==> src/rtl/soc_debug_control_mh.sv <==
// soc_debug_control_mh: AXI4-Lite run control, PC/regfile access and
// bit-flip fault injection for an array of harts, with PC breakpoints.
module soc_debug_control_mh #(
    parameter int NUM_HARTS       = 2,
    parameter int DATA_WIDTH      = 32,
    parameter int REG_ADDR_WIDTH  = 5,
    parameter int USED_ADDR_WIDTH = 12,
    parameter int STEP_WIDTH      = 16
) (
    input  logic                            CLK,
    input  logic                            RST,
    output logic [NUM_HARTS-1:0]            hart_stall,
    input  logic [NUM_HARTS*DATA_WIDTH-1:0] hart_pc_rdata,
    output logic [NUM_HARTS-1:0]            hart_pc_we,
    output logic [DATA_WIDTH-1:0]           pc_wdata,
    output logic [REG_ADDR_WIDTH-1:0]       rf_addr,
    input  logic [NUM_HARTS*DATA_WIDTH-1:0] rf_rdata,
    output logic [NUM_HARTS-1:0]            rf_we,
    output logic [DATA_WIDTH-1:0]           rf_wdata,
    input  logic                            S_AXI_AWVALID,
    output logic                            S_AXI_AWREADY,
    input  logic [31:0]                     S_AXI_AWADDR,
    input  logic                            S_AXI_WVALID,
    output logic                            S_AXI_WREADY,
    input  logic [DATA_WIDTH-1:0]           S_AXI_WDATA,
    input  logic [DATA_WIDTH/8-1:0]         S_AXI_WSTRB,
    output logic                            S_AXI_BVALID,
    input  logic                            S_AXI_BREADY,
    output logic [1:0]                      S_AXI_BRESP,
    input  logic                            S_AXI_ARVALID,
    output logic                            S_AXI_ARREADY,
    input  logic [31:0]                     S_AXI_ARADDR,
    output logic                            S_AXI_RVALID,
    input  logic                            S_AXI_RREADY,
    output logic [DATA_WIDTH-1:0]           S_AXI_RDATA,
    output logic [1:0]                      S_AXI_RRESP
);

    typedef enum logic [3:0] {
        S_IDLE, S_RD_ISSUE, S_RD_WAIT, S_RD_RESP,
        S_WR_ADDR, S_WR_DATA, S_WR_ISSUE, S_WR_RMW,
        S_WR_WAIT, S_WR_RESP
    } state_t;

    localparam logic [1:0] SUB_CTRL  = 2'd0;
    localparam logic [1:0] SUB_RF    = 2'd1;
    localparam logic [1:0] SUB_FAULT = 2'd2;
    localparam logic [1:0] SUB_BAD   = 2'd3;
    localparam logic [1:0] RESP_OK   = 2'b00;
    localparam logic [1:0] RESP_ERR  = 2'b10;

    state_t state, state_nx;

    logic [USED_ADDR_WIDTH-1:0] addr;
    logic [DATA_WIDTH-1:0]      wdata;
    logic [DATA_WIDTH/8-1:0]    wstrb;
    logic [DATA_WIDTH-1:0]      rmw;
    logic [DATA_WIDTH-1:0]      rdata;
    logic [1:0]                 rresp;
    logic [1:0]                 bresp;

    logic [NUM_HARTS-1:0]       stall;
    logic [NUM_HARTS-1:0]       bp_hit;
    logic [NUM_HARTS-1:0]       bp_en;
    logic [NUM_HARTS-1:0]       bp_skip;
    logic [NUM_HARTS-1:0]       bp_match;
    logic [STEP_WIDTH-1:0]      steps [NUM_HARTS];
    logic [DATA_WIDTH-1:0]      bp_addr [NUM_HARTS];
    logic [DATA_WIDTH-1:0]      pc_arr [NUM_HARTS];

    logic [1:0]            sub;
    logic [2:0]            hart;
    logic [4:0]            word;
    logic                  wr_phase;
    logic                  hart_ok;
    logic                  err;
    logic                  ctrl_wr;
    logic [NUM_HARTS-1:0]  oh;
    logic [DATA_WIDTH-1:0] sel_pc;
    logic [DATA_WIDTH-1:0] sel_rf;
    logic [DATA_WIDTH-1:0] sel_status;
    logic [DATA_WIDTH-1:0] sel_bp;
    logic [DATA_WIDTH-1:0] sel_bpen;
    logic [DATA_WIDTH-1:0] rd_val;
    logic [STEP_WIDTH-1:0] step_n;
    logic                  unused_addr;

    assign unused_addr = ^{S_AXI_AWADDR[31:USED_ADDR_WIDTH],
                           S_AXI_ARADDR[31:USED_ADDR_WIDTH]};

    assign sub      = addr[11:10];
    assign hart     = addr[9:7];
    assign word     = addr[6:2];
    assign wr_phase = (state == S_WR_ISSUE) || (state == S_WR_RMW);
    assign hart_ok  = {29'b0, hart} < 32'(NUM_HARTS);
    assign step_n   = wdata[STEP_WIDTH-1:0];

    assign err = (sub == SUB_BAD) || !hart_ok || (addr[1:0] != 2'b00)
              || (wr_phase && (wstrb != '1))
              || ((sub == SUB_CTRL) && (word > 5'd6))
              || (wr_phase && (sub != SUB_CTRL) && (word == 5'd0));

    assign ctrl_wr = (state == S_WR_ISSUE) && !err && (sub == SUB_CTRL);

    always_comb begin
        oh         = '0;
        sel_pc     = '0;
        sel_rf     = '0;
        sel_status = '0;
        sel_bp     = '0;
        sel_bpen   = '0;
        for (int h = 0; h < NUM_HARTS; h++) begin
            if ({29'b0, hart} == 32'(h)) begin
                oh[h]      = 1'b1;
                sel_pc     = pc_arr[h];
                sel_rf     = rf_rdata[h*DATA_WIDTH +: DATA_WIDTH];
                sel_status = DATA_WIDTH'({16'(steps[h]), 14'b0,
                                          bp_hit[h], stall[h]});
                sel_bp     = bp_addr[h];
                sel_bpen   = DATA_WIDTH'(bp_en[h]);
            end
        end
    end

    always_comb begin
        for (int h = 0; h < NUM_HARTS; h++) begin
            pc_arr[h]   = hart_pc_rdata[h*DATA_WIDTH +: DATA_WIDTH];
            bp_match[h] = bp_en[h] && !stall[h] && !bp_skip[h]
                       && (pc_arr[h] == bp_addr[h]);
        end
    end

    always_comb begin
        rd_val = '0;
        if (!err) begin
            case (sub)
                SUB_CTRL: begin
                    case (word)
                        5'd0:    rd_val = sel_status;
                        5'd4:    rd_val = sel_pc;
                        5'd5:    rd_val = sel_bp;
                        5'd6:    rd_val = sel_bpen;
                        default: rd_val = '0;
                    endcase
                end
                default: rd_val = sel_rf;
            endcase
        end
    end

    // Core-side strobes exist only in the issue/RMW states.
    always_comb begin
        rf_addr    = '0;
        rf_we      = '0;
        rf_wdata   = '0;
        hart_pc_we = '0;
        pc_wdata   = '0;
        case (state)
            S_RD_ISSUE: begin
                if (!err && (sub != SUB_CTRL)) rf_addr = word;
            end
            S_WR_ISSUE: begin
                if (!err) begin
                    if (sub != SUB_CTRL) rf_addr = word;
                    if (sub == SUB_RF) begin
                        rf_we    = oh;
                        rf_wdata = wdata;
                    end
                    if ((sub == SUB_CTRL) && (word == 5'd4)) begin
                        hart_pc_we = oh;
                        pc_wdata   = wdata;
                    end
                end
            end
            S_WR_RMW: begin
                if (!err) begin
                    rf_addr  = word;
                    rf_we    = oh;
                    rf_wdata = rmw ^ wdata;
                end
            end
            default: ;
        endcase
    end

    always_comb begin
        state_nx = state;
        case (state)
            S_IDLE: begin
                if (S_AXI_ARVALID)      state_nx = S_RD_ISSUE;
                else if (S_AXI_AWVALID) state_nx = S_WR_ADDR;
            end
            S_RD_ISSUE: state_nx = S_RD_WAIT;
            S_RD_WAIT:  state_nx = S_RD_RESP;
            S_RD_RESP:  if (S_AXI_RREADY) state_nx = S_IDLE;
            S_WR_ADDR:  if (S_AXI_AWVALID) state_nx = S_WR_DATA;
            S_WR_DATA:  if (S_AXI_WVALID) state_nx = S_WR_ISSUE;
            S_WR_ISSUE: state_nx = (sub == SUB_FAULT) ? S_WR_RMW : S_WR_WAIT;
            S_WR_RMW:   state_nx = S_WR_WAIT;
            S_WR_WAIT:  state_nx = S_WR_RESP;
            S_WR_RESP:  if (S_AXI_BREADY) state_nx = S_IDLE;
            default:    state_nx = S_IDLE;
        endcase
    end

    always_ff @(posedge CLK or posedge RST) begin
        if (RST) state <= S_IDLE;
        else     state <= state_nx;
    end

    assign S_AXI_ARREADY = (state == S_IDLE);
    assign S_AXI_AWREADY = (state == S_WR_ADDR);
    assign S_AXI_WREADY  = (state == S_WR_DATA);
    assign S_AXI_RVALID  = (state == S_RD_RESP);
    assign S_AXI_BVALID  = (state == S_WR_RESP);
    assign S_AXI_RDATA   = rdata;
    assign S_AXI_RRESP   = rresp;
    assign S_AXI_BRESP   = bresp;
    assign hart_stall    = stall;

    always_ff @(posedge CLK or posedge RST) begin
        if (RST) begin
            addr  <= '0;
            wdata <= '0;
            wstrb <= '0;
            rmw   <= '0;
            rdata <= '0;
            rresp <= RESP_OK;
            bresp <= RESP_OK;
        end else begin
            if ((state == S_IDLE) && S_AXI_ARVALID)
                addr <= S_AXI_ARADDR[USED_ADDR_WIDTH-1:0];
            if ((state == S_WR_ADDR) && S_AXI_AWVALID)
                addr <= S_AXI_AWADDR[USED_ADDR_WIDTH-1:0];
            if ((state == S_WR_DATA) && S_AXI_WVALID) begin
                wdata <= S_AXI_WDATA;
                wstrb <= S_AXI_WSTRB;
            end
            if (state == S_RD_ISSUE) begin
                rdata <= rd_val;
                rresp <= err ? RESP_ERR : RESP_OK;
            end
            if (state == S_WR_ISSUE) begin
                rmw   <= sel_rf;
                bresp <= err ? RESP_ERR : RESP_OK;
            end
        end
    end

    // Autonomous run control first; a bus command to the hart overrides it.
    always_ff @(posedge CLK or posedge RST) begin
        if (RST) begin
            stall   <= '1;
            bp_hit  <= '0;
            bp_en   <= '0;
            bp_skip <= '0;
            for (int h = 0; h < NUM_HARTS; h++) begin
                steps[h]   <= '0;
                bp_addr[h] <= '0;
            end
        end else begin
            for (int h = 0; h < NUM_HARTS; h++) begin
                if (bp_skip[h] && (pc_arr[h] != bp_addr[h]))
                    bp_skip[h] <= 1'b0;
                if (bp_match[h]) begin
                    stall[h]  <= 1'b1;
                    bp_hit[h] <= 1'b1;
                    steps[h]  <= '0;
                end else if (!stall[h] && (steps[h] != '0)) begin
                    steps[h] <= steps[h] - 1'b1;
                    if (steps[h] == STEP_WIDTH'(1)) stall[h] <= 1'b1;
                end
                if (ctrl_wr && oh[h]) begin
                    case (word)
                        5'd1: begin
                            stall[h]   <= 1'b0;
                            steps[h]   <= '0;
                            bp_hit[h]  <= 1'b0;
                            bp_skip[h] <= (pc_arr[h] == bp_addr[h]);
                        end
                        5'd2: begin
                            stall[h] <= 1'b1;
                            steps[h] <= '0;
                        end
                        5'd3: begin
                            stall[h]   <= 1'b0;
                            steps[h]   <= (step_n == '0) ? STEP_WIDTH'(1) : step_n;
                            bp_hit[h]  <= 1'b0;
                            bp_skip[h] <= (pc_arr[h] == bp_addr[h]);
                        end
                        5'd5: bp_addr[h] <= wdata;
                        5'd6: bp_en[h]   <= wdata[0];
                        default: ;
                    endcase
                end
            end
        end
    end

endmodule

==> config.mk <==
export PLATFORM = sky130hd
export DESIGN_NAME = soc_debug_control_mh
export DESIGN_NICKNAME = d
export VERILOG_FILES = /design/src/rtl/soc_debug_control_mh.sv
export SDC_FILE = /design/constraint.sdc
export NUM_CORES = 1
export LEC_CHECK = 0
export ABC_AREA = 1
export BUFFER_PORTS_ARGS = -buffer_cell sky130_fd_sc_hd__buf_2
export CELL_PAD_IN_SITES_DETAIL_PLACEMENT = 0
export CELL_PAD_IN_SITES_GLOBAL_PLACEMENT = 1
export CORE_MARGIN = 2
export CORE_UTILIZATION = 38
export CTS_CLUSTER_DIAMETER = 60
export DETAILED_ROUTE_END_ITERATION = 8
export MAX_ROUTING_LAYER = met4
export PLACE_DENSITY_LB_ADDON = 0.2
export SETUP_SLACK_MARGIN = 0.4
export SKIP_LAST_GASP = 1
export SLEW_MARGIN = 20
export SYNTH_ARGS = -nofsm -noshare
export SYNTH_HDL_FRONTEND = slang
export SYNTH_SLANG_ARGS = --single-unit
==> constraint.sdc <==
create_clock -name CLK -period 9.3 [get_ports CLK]
set_input_delay 1.395 -clock CLK [delete_from_list [all_inputs] [get_ports CLK]]
set_output_delay 1.395 -clock CLK [all_outputs]
set_load 0.01 [all_outputs]
==> run_results.csv, run 1 <==
group,metric,value,unit
global_route,grt_max_degree,98,
worst_setup_path,critical_path_class,"flop to output pin",
global_route,antenna_found_initial,0,
placed_design,place_hpwl,45230,µm
pwr,combPwrFrac,0.343,
routing,vias,15480,
worst_setup_path,critPathRequiredTime,7.91,ns
pwr,clockPowerShare,0.313,
timing,setup_tns,0,ns
yosys,avgSynthCellArea,6.720,µm²
routing,drtIter0Drc,1350,
timing,fmax,177.3,MHz
yosys,synth_area_leaders,"dfrtp_1 (38%), nand2_1 (18%), nand3_1 (6.5%)",
routing,routedWlPerCell,21.10,µm
routing,drc,0,
yosys,synth_seq_cells,222,
pwr,switchingPower,1.720,mW
timing,min_period,5.639,ns
final_layout,syn2layout_area_growth,20.09,%
yosys,synth_top_area_share,0.3824,
cts,post_cts_resized,0,
final_layout,fillers,4036,
yosys,synth_flop_cell,"dfrtp_1",
die,io_pins,351,
timing,finalHoldViolations,0,
global_route,grt_overflow_total,0,
pwr,pwr_density_cell,229.9,nW/µm²
yosys,synth_edf_count,0,
worst_setup_path,crit_arrival,4.24,ns
cts,cts_buffer_depth,3,
global_route,grt_pass1_vias,14460,
cts,cts_tree,"yes",
global_route,gr-usage-all-layers,0.3185,
cts,cts-root-buf,"clkbuf_16",
min_path,min_path_type,"flop to flop",
timing,clock_skew,0.01544,ns
pwr,vdd_drop_max,0.1551,mV
routing,met2_length,25730,µm
cts,numCtsBuffers,30,
routing,top_layer,"met4",
final_layout,final_nets,2621,
timing,final_max_slew_viol_count,0,
die,initial_core_util,0.3840,
yosys,netlist_area,14400,µm²
yosys,ys_seq_area_frac,0.3861,
yosys,synth.distinct_cells,37,
timing,setup_violations,0,
cts,insertion_delay,0.57,ns
worst_setup_path,critPathLaunchType,"flop",
cts,path_clk_slew,0.06,ns
run_status,status,"complete, no violations",
yosys,synth_top_cell_by_area,"dfrtp_1",
pwr,p_leak,8.604,nW
worst_setup_path,worst-path-max-fanout,40,
final_layout,num_antenna_cells,0,
worst_setup_path,cp-end-kind,"output pin",
routing,wl_met3,5681,µm
min_path,min_to,"S_AXI_RDATA[7]$_DFFE_PP0P_",
worst_setup_path,r2r_end,"bp_addr[7]$_DFFE_PP0P_",
routing,drt-met1-wl,28660,µm
job,drv_cap,0,
cts,htree_levels,1,
yosys,syn_inst,2142,
global_route,grt_pass1_wl,91180,µm
cts,cts_setup_buffers,0,
pwr,swShare,0.4328,
die,dieArea,39450,µm²
routing,viasPerCell,5.311,
worst_setup_path,reg2reg_slack,5.52,ns
routing,drt_wl_total,61520,µm
timing,finalCritPeriodShare,0.6064,
pwr,p_int,2.254,mW
yosys,async_flop_share,1.000,
timing,slew_headroom,0.2486,
cts,hold_buffers,0,
timing,tightest_slew,1.120,ns
final_layout,drive_above_1_share,0.1726,
die,row_count,71,
yosys,yosysWarnings,0,
timing,rsz0062_at_grt,"false",
placed_design,gp_congestion,0.9312,
pwr,seq_power_share,0.344,
worst_setup_path,reg2reg_depth,12,
worst_setup_path,r2r_start,"state[2]$_DFFE_PP0P_",
cts,clkSinkCount,222,
die,die_w,198.6,µm
min_path,worstHoldStart,"S_AXI_RDATA[7]$_DFFE_PP0P_",
die,fp.coreArea,37490,µm²
die,die_h,198.6,µm
routing,postRouteAntennaNets,0,
min_path,hold_depth,2,
pwr,power,3.974,mW
routing,drt_pass1_iterations,6,
placed_design,io_buffers,308,
==> cell usage after synthesis (4+ instances only) <==
| cell type | n |
|---|---|
| nand2_1 | 684 |
| buf_1 | 11 |
| mux2_2 | 4 |
| o22ai_1 | 24 |
| a21oi_1 | 143 |
| nor2_4 | 4 |
| inv_1 | 192 |
| a22o_1 | 37 |
| a21boi_0 | 7 |
| nand3_1 | 186 |
| buf_4 | 10 |
| clkbuf_1 | 60 |
| buf_2 | 40 |
| dfrtp_1 | 220 |
| ha_1 | 6 |
| nor3_1 | 52 |
| o211ai_1 | 7 |
| o21ai_1 | 4 |
| inv_2 | 6 |
| xor2_1 | 13 |
| nor2_2 | 4 |
| nor2_1 | 191 |
| xnor2_1 | 46 |
| o21ai_0 | 122 |
| nand4_1 | 49 |
==> flip-flops by register name, summed over array words and instances, names as in the netlist <==
register and flops:
bp_en 2, bp_skip 2, addr 12, wstrb 4
steps 32, bp_addr 64, S_AXI_BRESP 1, S_AXI_RDATA 32
hart_stall 2, rmw 32, S_AXI_RRESP 1, bp_hit 2
wdata 32, state 4
==> stage by stage <==
| step | area, µm² | util | cells | setup slack [ns] | hold slack (ns) |
|---|---|---|---|---|---|
| 6_report | 17290 | 0.4611 | 2915 | 3.661 | 0.4700 |
| 5_1_grt | 17290 | 0.4611 | 2915 | 3.523 | 0.4959 |
| 4_1_cts | 17280 | 0.4611 | 2915 | 3.315 | 0.4795 |
| 3_5_place_dp | 16220 | 0.4327 | 2859 | 3.926 | 0.4633 |
| 3_3_place_gp | 16220 | 0.4327 | 2859 | 4.125 | 0.4575 |
| 2_1_floorplan | 14400 | - | 2143 | 1.831 | 0.4490 |
==> power by group through the flow <==
stage / Clock [mW] / Sequential [mW] / Combinational [mW]
2_1_floorplan: 0 / 1.27 / 0.847
6_report: 1.24 / 1.37 / 1.36
5_1_grt: 1.30 / 1.38 / 1.49
3_5_place_dp: 0 / 1.37 / 1.34
4_1_cts: 1.26 / 1.35 / 1.35
3_3_place_gp: 0 / 1.36 / 1.33
==> how the worst max path moves through the flow <==
stage | start | to | cells after the start
after floorplan | RST | S_AXI_BRESP[1]$_DFFE_PP0P_ | 1
after global placement | addr[10]$_DFFE_PP0P_ | pc_wdata[11] | 8
after detailed placement | addr[10]$_DFFE_PP0P_ | pc_wdata[11] | 8
after CTS | addr[10]$_DFFE_PP0P_ | pc_wdata[11] | 8
after global routing | addr[10]$_DFFE_PP0P_ | pc_wdata[14] | 8
final | addr[10]$_DFFE_PP0P_ | pc_wdata[15] | 8
==> cell type report <==
type	count	area [µm²]	share of cell area
Multi-Input combinational cell	1599	7587	0.4389
Clock buffer	41	863.3	0.04994
Inverter	201	762.0	0.04408
Timing Repair Buffer	326	1677	0.09699
Sequential cell	222	5558	0.3215
Clock inverter	15	200.2	0.01158
Tap cell	511	639.4	0.03699
==> per-layer routing <==
metal	vias up	GRT usage
li1	7421	-
met1	7296	0.4697
met2	694	0.4586
met3	70	0.04680
met4	0	0.07352
met5	-	-
==> worst max-delay path, cell delays in order, from the launching register on <==
cell and delay (ns):
dfrtp_1 0.43, nor2_4 0.11, buf_4 0.45, clkinv_1 0.13
buf_4 0.30, nor2_2 0.88, nand2_2 0.70, nor3_1 0.42
buf_2 0.19
==> cells in the final DEF (no fill, tap or decap), types with 5 or more instances in the layout <==
cell type / netlist / routed
nand2_1: 684 / 682
buf_2: 40 / 308
dfrtp_1: 220 / 220
nor2_1: 191 / 190
inv_1: 192 / 189
nand3_1: 186 / 184
a21oi_1: 143 / 141
o21ai_0: 122 / 122
nor3_1: 52 / 52
nand4_1: 49 / 49
xnor2_1: 46 / 46
a22o_1: 37 / 37
clkbuf_16: 0 / 31
o22ai_1: 24 / 24
buf_4: 10 / 18
xor2_1: 13 / 13
inv_2: 6 / 8
o211ai_1: 7 / 7
a21boi_0: 7 / 7
ha_1: 6 / 6
nor2_4: 4 / 5
clkbuf_1: 60 / 5
clkbuf_8: 0 / 5
==> cells by family (layout without fill, tap and decap cells) <==
group	count (synthesis)	in the layout	share of synthesized area
flip-flops	222	222	0.3861
buffers and inverters	322	583	0.09005
adder cells (fa/ha/maj)	6	6	0.005215
XOR/XNOR	59	59	0.03590
multiplexers	4	4	0.003129
other	1	2	0.0002605
AND/OR/NAND/NOR	1179	1179	0.3432
AO/OA/AOI/OAI	349	349	0.1362
Power figures use the tool's default switching activity.
==> run 2, diff against run 1 <==
==> constraint.sdc (replaced) <==
create_clock -name CLK -period 5.9 [get_ports CLK]
set_input_delay 0.885 -clock CLK [delete_from_list [all_inputs] [get_ports CLK]]
set_output_delay 0.885 -clock CLK [all_outputs]
set_load 0.01 [all_outputs]
==> run 2 against run 1 <==
Net effect:
- sequential power grew 57%
- sequential share of layout area up 0.19 points
- largest cell class unchanged
- highest routed layer unchanged
- non-clock buffer count grew 3
- sequential cell count unchanged
- combinational power up 57%
- routed wire length about the same
- hold slack worse by 0.17 ns
==> run_results.csv, run 2 (same netlist as run 1, synthesis figures left out) <==
group,metric,value,unit
worst_setup_path,endpoint,"rf_wdata[20]",
timing,clock_skew,0.01416,ns
die,fp.coreArea,37490,µm²
cts,cts_setup_buffers,0,
final_layout,layout_commonest_cell,"nand2_1",
final_layout,fillers,3998,
final_layout,final_cell_mix,"nand2_1 (682), buf_2 (308), dfrtp_1 (220), nor2_1 (190), inv_1 (189)",
worst_setup_path,critical_path_class,"flop to output pin",
timing,final_max_slew_viol_count,0,
routing,drt_pass1_iterations,7,
final_layout,final_nets,2623,
global_route,grt_overflow_total,0,
job,drv_cap,0,
cts,cts_tree,"yes",
timing,fmax,207.4,MHz
routing,drtIter0Drc,1416,
worst_setup_path,crit_start,"addr[10]$_DFFE_PP0P_",
timing,setup_ws,1.077,ns
global_route,grt_pass1_wl,89980,µm
routing,postRouteAntennaNets,0,
timing,setup_violations,0,
worst_setup_path,r2r_end,"bp_addr[2]$_DFFE_PP0P_",
pwr,vdd_drop_max,0.2238,mV
routing,drt_wl_total,61500,µm
die,dieArea,39450,µm²
timing,hold-worst-slack,0.2960,ns
final_layout,regMostFlops,"bp_addr",
worst_setup_path,worst-path-max-fanout,45,
placed_design,gp_congestion,0.9321,
die,initial_core_util,0.3840,
final_layout,drive_above_1_share,0.1702,
placed_design,pre_cts_ws,1.729,ns
cts,numCtsBuffers,29,
timing,rsz0062_at_grt,"false",
die,row_count,71,
global_route,grt_max_degree,132,
timing,slew_headroom,0.2906,
global_route,grt_pass1_vias,14300,
worst_setup_path,reg2reg_slack,2.02,ns
global_route,antenna_found_initial,6,
die,die_h,198.6,µm
run_status,status,"complete, no violations",
timing,setup_tns,0,ns
timing,min_period,4.823,ns
routing,drc,0,
pwr,p_leak,8.545,nW
placed_design,numPlacedInstances,2862,
min_path,min_path_type,"input port to asynchronous set/reset pin",
worst_setup_path,crit_arrival,3.94,ns
cts,post_cts_resized,0,
timing,tightest_slew,1.058,ns
cts,insertion_delay,0.57,ns
worst_setup_path,reg2reg_depth,12,
worst_setup_path,critPathRequiredTime,5.02,ns
routing,vias,15450,
worst_setup_path,r2r_start,"addr[10]$_DFFE_PP0P_",
timing,finalCritPeriodShare,0.8174,
global_route,gr-usage-all-layers,0.3165,
pwr,pwr_density_cell,350.8,nW/µm²
placed_design,io_buffers,308,
final_layout,fin_cells,2921,
routing,routedWlPerCell,21.05,µm
die,io_pins,351,
cts,htree_levels,1,
placed_design,place_hpwl,45570,µm
cts,clkSinkCount,222,
worst_setup_path,cp-end-kind,"output pin",
routing,viasPerCell,5.288,
die,die_w,198.6,µm
cts,hold_buffers,0,
cts,cts-root-buf,"clkbuf_16",
cts,cts_buffer_depth,3,
final_layout,syn2layout_area_growth,19.40,%
cts,path_clk_slew,0.05,ns
timing,finalHoldViolations,0,
final_layout,largest_reg_flops,64,
worst_setup_path,critPathLaunchType,"flop",
run 2: cell count changes in the layout (fill, tap and decap cells not counted), sizes merged:
cell / previous run / this run
inv: 202 / 201
clkinv: 9 / 6
clkbuf: 41 / 43
buf: 326 / 329
bufinv: 4 / 1
clkinvlp: 1 / 2
diode: 0 / 7
run 2: metal layers:
layer,wire (µm),global-route usage,vias up
met3,6446,0.08359,80
met4,1440,0.08264,0
met1,27960,0.4511,7212
met5,0,-,-
li1,-,-,7441
met2,25660,0.4416,712
run 2: power breakdown:
| group | internal (mW) | switching (mW) |
|---|---|---|
| Combinational | 0.542 | 1.59 |
| Clock | 1.01 | 0.726 |
| Sequential | 1.81 | 0.349 |
| Total | 3.36 | 2.67 |
run 2: layout make-up:
type                    instances  area (µm²)  share of cell area
repair buffers                329        1712             0.09959
multi-input cells            1599        7584              0.4412
well taps                     511       639.4             0.03720
clock inverters                 9       91.34            0.005314
inverters                     201       758.2             0.04411
clock buffers                  43       828.3             0.04819
diodes                          7       17.52            0.001019
flip-flops and latches        222        5558              0.3234
run 2: worst max-delay path: stages, from the launching register on:
cell,delay [ns]
dfrtp_1,0.35
buf_4,0.25
nor2_4,0.14
buf_4,0.46
nor2_1,0.11
nand2_1,0.13
nand3_4,0.44
or2_1,0.77
buf_4,0.34
a21oi_1,0.18
buf_2,0.17
run 2: worst min-delay path by stage:
stage,start,end,slack [ns]
final,RST,addr[8]$_DFFE_PP0P_,0.30
after detailed placement,S_AXI_RDATA[28]$_DFFE_PP0P_,S_AXI_RDATA[28]$_DFFE_PP0P_,0.46
after global placement,S_AXI_RDATA[20]$_DFFE_PP0P_,S_AXI_RDATA[20]$_DFFE_PP0P_,0.46
after CTS,RST,addr[8]$_DFFE_PP0P_,0.29
after global routing,RST,addr[8]$_DFFE_PP0P_,0.31
after floorplan,bp_en[0]$_DFFE_PP0P_,bp_en[0]$_DFFE_PP0P_,0.45
run 2: per-stage QoR:
stage | area (µm²) | power [mW] | utilization
2_1_floorplan | 14400 | 3.332 | -
3_3_place_gp | 16250 | 4.231 | 0.4334
3_5_place_dp | 16250 | 4.253 | 0.4334
4_1_cts | 17170 | 5.996 | 0.4579
5_1_grt | 17190 | 6.320 | 0.4584
6_report | 17190 | 6.029 | 0.4585
